**src/rtl/food_spawner.sv**
```systemverilog
// food_spawner: multi-slot food placement engine for the snake game.
// Draws grid-aligned x/y candidates from the shared random source and
// range-checks them against the playfield. A failed candidate is redrawn
// up to MAX_RETRY times; after that the last candidate is clamped and
// committed with spawn_fault. Eats clear a slot's live flag only.
// Optional feature macro: FOOD_OVERLAP_CHECK_EN. When it is defined, a
// candidate that lands on another live slot is also rejected.
module food_spawner #(
  parameter int N_FOOD     = 4,
  parameter int COORD_W    = 10,
  parameter int RAND_W     = 9,
  parameter int GRID_SHIFT = 0,
  parameter int X_MIN      = 16,
  parameter int X_MAX      = 623,
  parameter int Y_MIN      = 16,
  parameter int Y_MAX      = 463,
  parameter int MAX_RETRY  = 3,
  parameter int RESET_X    = 300,
  parameter int RESET_Y    = 300,
  parameter int SLOT_W     = (N_FOOD > 1) ? $clog2(N_FOOD) : 1
) (
  input  logic                        clk,
  input  logic                        rst_n,
  input  logic [RAND_W-1:0]           rand_num,
  input  logic                        spawn_req,
  input  logic [SLOT_W-1:0]           spawn_slot,
  input  logic                        eat_valid,
  input  logic [SLOT_W-1:0]           eat_slot,
  output logic [N_FOOD*COORD_W-1:0]   food_x,
  output logic [N_FOOD*COORD_W-1:0]   food_y,
  output logic [N_FOOD-1:0]           food_valid,
  output logic                        busy,
  output logic                        spawn_done,
  output logic                        spawn_fault
);

  localparam int                WIDE_W      = (RAND_W + GRID_SHIFT > COORD_W) ? (RAND_W + GRID_SHIFT) : COORD_W;
  localparam logic [COORD_W-1:0] X_MIN_C    = COORD_W'(X_MIN);
  localparam logic [COORD_W-1:0] X_MAX_C    = COORD_W'(X_MAX);
  localparam logic [COORD_W-1:0] Y_MIN_C    = COORD_W'(Y_MIN);
  localparam logic [COORD_W-1:0] Y_MAX_C    = COORD_W'(Y_MAX);
  localparam logic [3:0]         MAX_RETRY_C = 4'(MAX_RETRY);
  localparam logic [SLOT_W:0]    N_FOOD_C   = (SLOT_W + 1)'(N_FOOD);

  typedef enum logic [1:0] {
    S_IDLE   = 2'd0,
    S_DRAW_X = 2'd1,
    S_DRAW_Y = 2'd2,
    S_CHECK  = 2'd3
  } state_t;

  // Saturate one axis into [lo, hi]; identity for in-range values.
  function automatic logic [COORD_W-1:0] clamp_axis(input logic [COORD_W-1:0] v,
                                                    input logic [COORD_W-1:0] lo,
                                                    input logic [COORD_W-1:0] hi);
    logic [COORD_W-1:0] r;
    if (v < lo) begin
      r = lo;
    end else if (v > hi) begin
      r = hi;
    end else begin
      r = v;
    end
    return r;
  endfunction

  state_t                      state_r, state_nx_s;
  logic [3:0]                  retry_r, retry_nx_s;
  logic [SLOT_W-1:0]           slot_r;
  logic [COORD_W-1:0]          cand_x_r, cand_y_r;
  logic [N_FOOD*COORD_W-1:0]   food_x_r, food_y_r;
  logic [N_FOOD-1:0]           food_valid_r;
  logic                        busy_r, spawn_done_r, spawn_fault_r;

  logic [COORD_W-1:0]          aligned_s;
  logic [COORD_W-1:0]          clamp_x_s, clamp_y_s;
  logic                        slot_ok_s, in_range_s, overlap_s, pass_s;
  logic                        commit_s, fault_s;

  assign aligned_s  = COORD_W'(WIDE_W'(rand_num) << GRID_SHIFT);
  assign slot_ok_s  = ({1'b0, spawn_slot} < N_FOOD_C);
  assign in_range_s = (cand_x_r >= X_MIN_C) && (cand_x_r <= X_MAX_C) &&
                      (cand_y_r >= Y_MIN_C) && (cand_y_r <= Y_MAX_C);
  assign clamp_x_s  = clamp_axis(cand_x_r, X_MIN_C, X_MAX_C);
  assign clamp_y_s  = clamp_axis(cand_y_r, Y_MIN_C, Y_MAX_C);
  assign pass_s     = in_range_s && !overlap_s;

`ifdef FOOD_OVERLAP_CHECK_EN
  // Flag a candidate that sits exactly on another live slot.
  always_comb begin
    overlap_s = 1'b0;
    for (int i = 0; i < N_FOOD; i++) begin
      if (food_valid_r[i] && (slot_r != SLOT_W'(i)) &&
          (food_x_r[i*COORD_W +: COORD_W] == cand_x_r) &&
          (food_y_r[i*COORD_W +: COORD_W] == cand_y_r)) begin
        overlap_s = 1'b1;
      end else begin
        overlap_s = overlap_s;
      end
    end
  end
`else
  assign overlap_s = 1'b0;
`endif

  // Next-state, retry bookkeeping and commit/fault decisions.
  always_comb begin
    state_nx_s = state_r;
    retry_nx_s = retry_r;
    commit_s   = 1'b0;
    fault_s    = 1'b0;
    case (state_r)
      S_IDLE: begin
        if (spawn_req && slot_ok_s) begin
          state_nx_s = S_DRAW_X;
        end else begin
          state_nx_s = S_IDLE;
        end
      end
      S_DRAW_X: state_nx_s = S_DRAW_Y;
      S_DRAW_Y: state_nx_s = S_CHECK;
      S_CHECK: begin
        if (pass_s) begin
          commit_s   = 1'b1;
          retry_nx_s = 4'd0;
          state_nx_s = S_IDLE;
        end else if (retry_r < MAX_RETRY_C) begin
          retry_nx_s = retry_r + 4'd1;
          state_nx_s = S_DRAW_X;
        end else begin
          commit_s   = 1'b1;
          fault_s    = 1'b1;
          retry_nx_s = 4'd0;
          state_nx_s = S_IDLE;
        end
      end
      default: begin
        state_nx_s = S_IDLE;
        retry_nx_s = 4'd0;
      end
    endcase
  end

  // Control registers: state, retry count and the registered status pulses.
  always_ff @(posedge clk or negedge rst_n) begin
    if (!rst_n) begin
      state_r       <= S_IDLE;
      retry_r       <= 4'd0;
      busy_r        <= 1'b0;
      spawn_done_r  <= 1'b0;
      spawn_fault_r <= 1'b0;
    end else begin
      state_r       <= state_nx_s;
      retry_r       <= retry_nx_s;
      busy_r        <= (state_nx_s != S_IDLE);
      spawn_done_r  <= commit_s;
      spawn_fault_r <= fault_s;
    end
  end

  // Candidate capture: target slot on accept, one axis per draw state.
  always_ff @(posedge clk or negedge rst_n) begin
    if (!rst_n) begin
      slot_r   <= {SLOT_W{1'b0}};
      cand_x_r <= {COORD_W{1'b0}};
      cand_y_r <= {COORD_W{1'b0}};
    end else begin
      if ((state_r == S_IDLE) && spawn_req && slot_ok_s) begin
        slot_r <= spawn_slot;
      end
      if (state_r == S_DRAW_X) begin
        cand_x_r <= aligned_s;
      end
      if (state_r == S_DRAW_Y) begin
        cand_y_r <= aligned_s;
      end
    end
  end

  // Slot table: a commit writes position and sets valid and beats a same-slot eat.
  always_ff @(posedge clk or negedge rst_n) begin
    if (!rst_n) begin
      for (int i = 0; i < N_FOOD; i++) begin
        food_x_r[i*COORD_W +: COORD_W] <= (i == 0) ? COORD_W'(RESET_X) : {COORD_W{1'b0}};
        food_y_r[i*COORD_W +: COORD_W] <= (i == 0) ? COORD_W'(RESET_Y) : {COORD_W{1'b0}};
      end
      food_valid_r <= N_FOOD'(1);
    end else begin
      for (int i = 0; i < N_FOOD; i++) begin
        if (commit_s && (slot_r == SLOT_W'(i))) begin
          food_x_r[i*COORD_W +: COORD_W] <= clamp_x_s;
          food_y_r[i*COORD_W +: COORD_W] <= clamp_y_s;
          food_valid_r[i]                <= 1'b1;
        end else if (eat_valid && (eat_slot == SLOT_W'(i))) begin
          food_valid_r[i] <= 1'b0;
        end
      end
    end
  end

  assign food_x      = food_x_r;
  assign food_y      = food_y_r;
  assign food_valid  = food_valid_r;
  assign busy        = busy_r;
  assign spawn_done  = spawn_done_r;
  assign spawn_fault = spawn_fault_r;

endmodule

```
**config.mk**
```make
export PLATFORM = sky130hd
export DESIGN_NAME = food_spawner
export DESIGN_NICKNAME = d
export VERILOG_FILES = /design/src/rtl/food_spawner.sv
export SDC_FILE = /design/constraint.sdc
export NUM_CORES = 1
export LEC_CHECK = 0
export ABC_AREA = 1
export CORE_MARGIN = 1.5
export CORE_UTILIZATION = 50
export CTS_BUF_LIST = sky130_fd_sc_hd__clkbuf_4 sky130_fd_sc_hd__clkbuf_8 sky130_fd_sc_hd__clkbuf_16
export CTS_CLUSTER_SIZE = 10
export DETAILED_ROUTE_END_ITERATION = 8
export PLACE_DENSITY = 0.79
export SLEW_MARGIN = 15
export SYNTH_ARGS = -nofsm -noshare
export SYNTH_HDL_FRONTEND = slang
export SYNTH_SLANG_ARGS = --single-unit
```
**constraint.sdc**
```tcl
create_clock -name clk -period 3.4 [get_ports clk]
set_input_delay 1.02 -clock clk [delete_from_list [all_inputs] [get_ports clk]]
set_output_delay 1.02 -clock clk [all_outputs]
set_load 0.03 [all_outputs]
```
==> flow_summary_export.csv <==
group,metric,value,unit
layout,multiInputGateArea,1660,um2
global_route,overflow,0,
worst_setup_path,startpoint,"food_y[2]",
worst_setup_path,r2r-start,"cand_y_r[8]",
sta,fin_tns_setup,0,ns
sta,fmax,386,MHz
clock_network,htreeDepth,3,
global_route,grt_pass1_wl,17.5,mm
sta,worst_pin_slew,0.907,ns
worst_setup_path,worst_ep_required_time,2.38,ns
sta,slew_violations,0,
layout,syn_to_final_growth,24.2,%
worst_setup_path,cp-endpoint,"food_y[2]",
die,die_w,99.1,um
layout,antenna_cells,0,
clock_network,cts_tree,"yes",
routing,antenna_left,0,
worst_setup_path,cp_slowest_stage_delay,0.67,ns
layout,ff_latch_area,2640,um2
worst_setup_path,rr_worst_depth,7,
power,power_leakage,2.78,nW
layout,layout_common_cells,"nand2_1 (159), dfrtp_1 (96), clkdlybuf4s50_1 (94), nand4_1 (72), inv_1 (30)",
worst_setup_path,crit_chain,"clkdlybuf4s50_1",
worst_setup_path,path_delay_family,"buffers and inverters",
synth,ys_warn_count,0,
layout,drive_gt1_share,11.7,%
power,vdd_ir_drop_max,0.476,mV
clock_network,cts_resized,0,
place,portBuffers,95,
global_route,grt_max_degree,72,
routing,drc,0,
routing,wirelength,11.0,mm
sta,fin_crit,2.59,ns
global_route,gr-usage-all-layers,22.8,%
sta,slew_headroom,39.4,%
sta,finalCritPeriodShare,76.3,%
worst_setup_path,end_kind,"output port",
worst_setup_path,worst-setup-path-type,"reg2out",
layout,utilization,64.8,%
synth,synth_area,4620,um2
sta,setup_viol,0,
clock_network,cts_inserted_buffers,9,
flow_run,maxCapViolCount,0,
layout,nFillCells,713,
routing,wl_per_cell,16.2,um
worst_setup_path,path_depth,1,
routing,via_count,3688,
worst_setup_path,slowest_stage,"clkdlybuf4s50_1",
routing,vias_per_cell,5.43,
sta,hold_slack,0.467,ns
synth,synthCells,486,
synth,synth.avg_cell_area,9.50,um2
worst_setup_path,crit_arrival,1.57,ns
clock_network,clkSlewWorstSetupHoldPaths,0.10,ns
synth,yosysSeqAreaShare,57.1,%
die,rows,34,
global_route,antenna_found_initial,0,
die,core,8850,um2
layout,final_common_cell,"nand2_1",
worst_setup_path,regToRegSetupSlack,1.32,ns
worst_setup_path,start_kind,"flop",
synth,synth-seq-cells,105,
routing,dr.pass1.iters,4,
routing,drtIter0Drc,271,
status,status,"completed",
clock_network,clk_path_buf_depth,2,
hold_path,hold_path_class,"reg2reg",
clock_network,postCtsSetupRepairBufs,0,
place,gp_congestion,0.798,
power,power,0.00617,W
worst_setup_path,timing.rr.end,"food_x[25]",
clock_network,cts_num_sinks,105,
global_route,grt_pass1_vias,3468,
power,power.density,1080,nW/um2
clock_network,cts_root_buf,"clkbuf_8",
worst_setup_path,path_buf_inv,1,
sta,rsz0062_at_grt,"no",
worst_setup_path,critPathMaxFanout,2,
place,dp_hpwl,7.55,mm
sta,fin_worst_skew,0.0108,ns
clock_network,clock_latency,0.36,ns
die,dieArea,9820,um2
clock_network,cts_hold_buf,0,
die,start_util,52.2,%
die,die_h,99.1,um
sta,hold_violations,0,
die,io_pins,104,
synth,synthDistinctLibCells,28,
layout,nNetsFinal,589,
power by group:
group,leakage (nW),switching (W),internal [W]
Sequential,1.30,0.000384,0.00181
Combinational,1.39,0.00212,0.00114
Clock,0.0887,0.000427,0.000288
Total,2.78,0.00293,0.00324
flip-flops by register name, summed over array words and instances, names as in the netlist:
signal and cells:
food_y 36, slot_r 2, food_valid 4, cand_y_r 9
cand_x_r 9, spawn_done 1, spawn_fault 1, retry_r 4
state_r 2, food_x 36, busy 1
synthesized netlist by cell type:
cell        n  area share, %
nor3_1      4           0.43
buf_12      1           0.43
inv_2       2           0.16
o21ai_0    11            1.2
nand2_2     9            1.2
nand3_2     4           0.87
conb_1      1          0.081
nand3_1     4           0.43
nand3_4     2           0.76
nor2_1     13            1.1
o21ai_1     1           0.11
buf_2       9           0.98
buf_4      11            1.8
nor2_2      2           0.27
buf_6       2           0.49
nand4_1    72            9.8
nand2_4     2           0.49
dfrtp_1    96             52
dfstp_2     9            5.1
inv_1      30            2.4
nor2_4      1           0.24
nand2_1   159             13
mux2_2     12            2.9
a21oi_1     7           0.76
ha_1        6            1.6
nor3_2      1           0.22
clkbuf_1    9           0.73
buf_1       6           0.49
worst min path at each step:
stage / from / to / slack [ns] / cells after the start
5_1_grt: food_x[3] / food_x[3] / 0.49 / 2
4_1_cts: food_y[2] / food_y[2] / 0.47 / 2
3_3_place_gp: food_y[8] / food_y[8] / 0.45 / 2
3_5_place_dp: food_y[2] / food_y[2] / 0.45 / 2
6_report: food_y[3] / food_y[3] / 0.47 / 2
2_1_floorplan: retry_r[1] / retry_r[1] / 0.46 / 2
cell families (layout without fill, tap and decap cells):
family | after synthesis | after routing | synth area share (%)
AND/OR/NAND/NOR | 273 | 273 | 28.7
flip-flops | 105 | 105 | 57.1
buffers and inverters | 70 | 148 | 7.50
AO/OA/AOI/OAI | 19 | 19 | 2.06
multiplexers | 12 | 12 | 2.93
adder cells (fa/ha/maj) | 6 | 6 | 1.63
other | 1 | 8 | 0.0812
metal layers:
layer / vias up / share of wire [%] / GRT usage, %
met3: 26 / 6.8 / 3.87
met2: 167 / 47 / 35.6
li1: 1747 / - / -
met4: 0 / 2.6 / 9.64
met5: - / 0 / 0
met1: 1748 / 43 / 32.1
final cells by class:
cell class | instances | area share (%)
inverters | 32 | 2.09
well taps | 108 | 2.36
repair buffers | 100 | 17.4
multi-input cells | 318 | 29.0
clock inverters | 6 | 0.742
clock buffers | 10 | 2.40
flip-flops and latches | 105 | 46.0
metrics by stage:
stage | worst slack, ns | std cells | area [um2]
floorplan | 1.78 | 493 | 4640
global placement | 1.21 | 663 | 5550
detailed placement | 1.20 | 663 | 5550
CTS | 0.794 | 679 | 5730
global route | 0.757 | 679 | 5730
finish | 0.806 | 679 | 5730
Power figures use the tool's default switching activity.
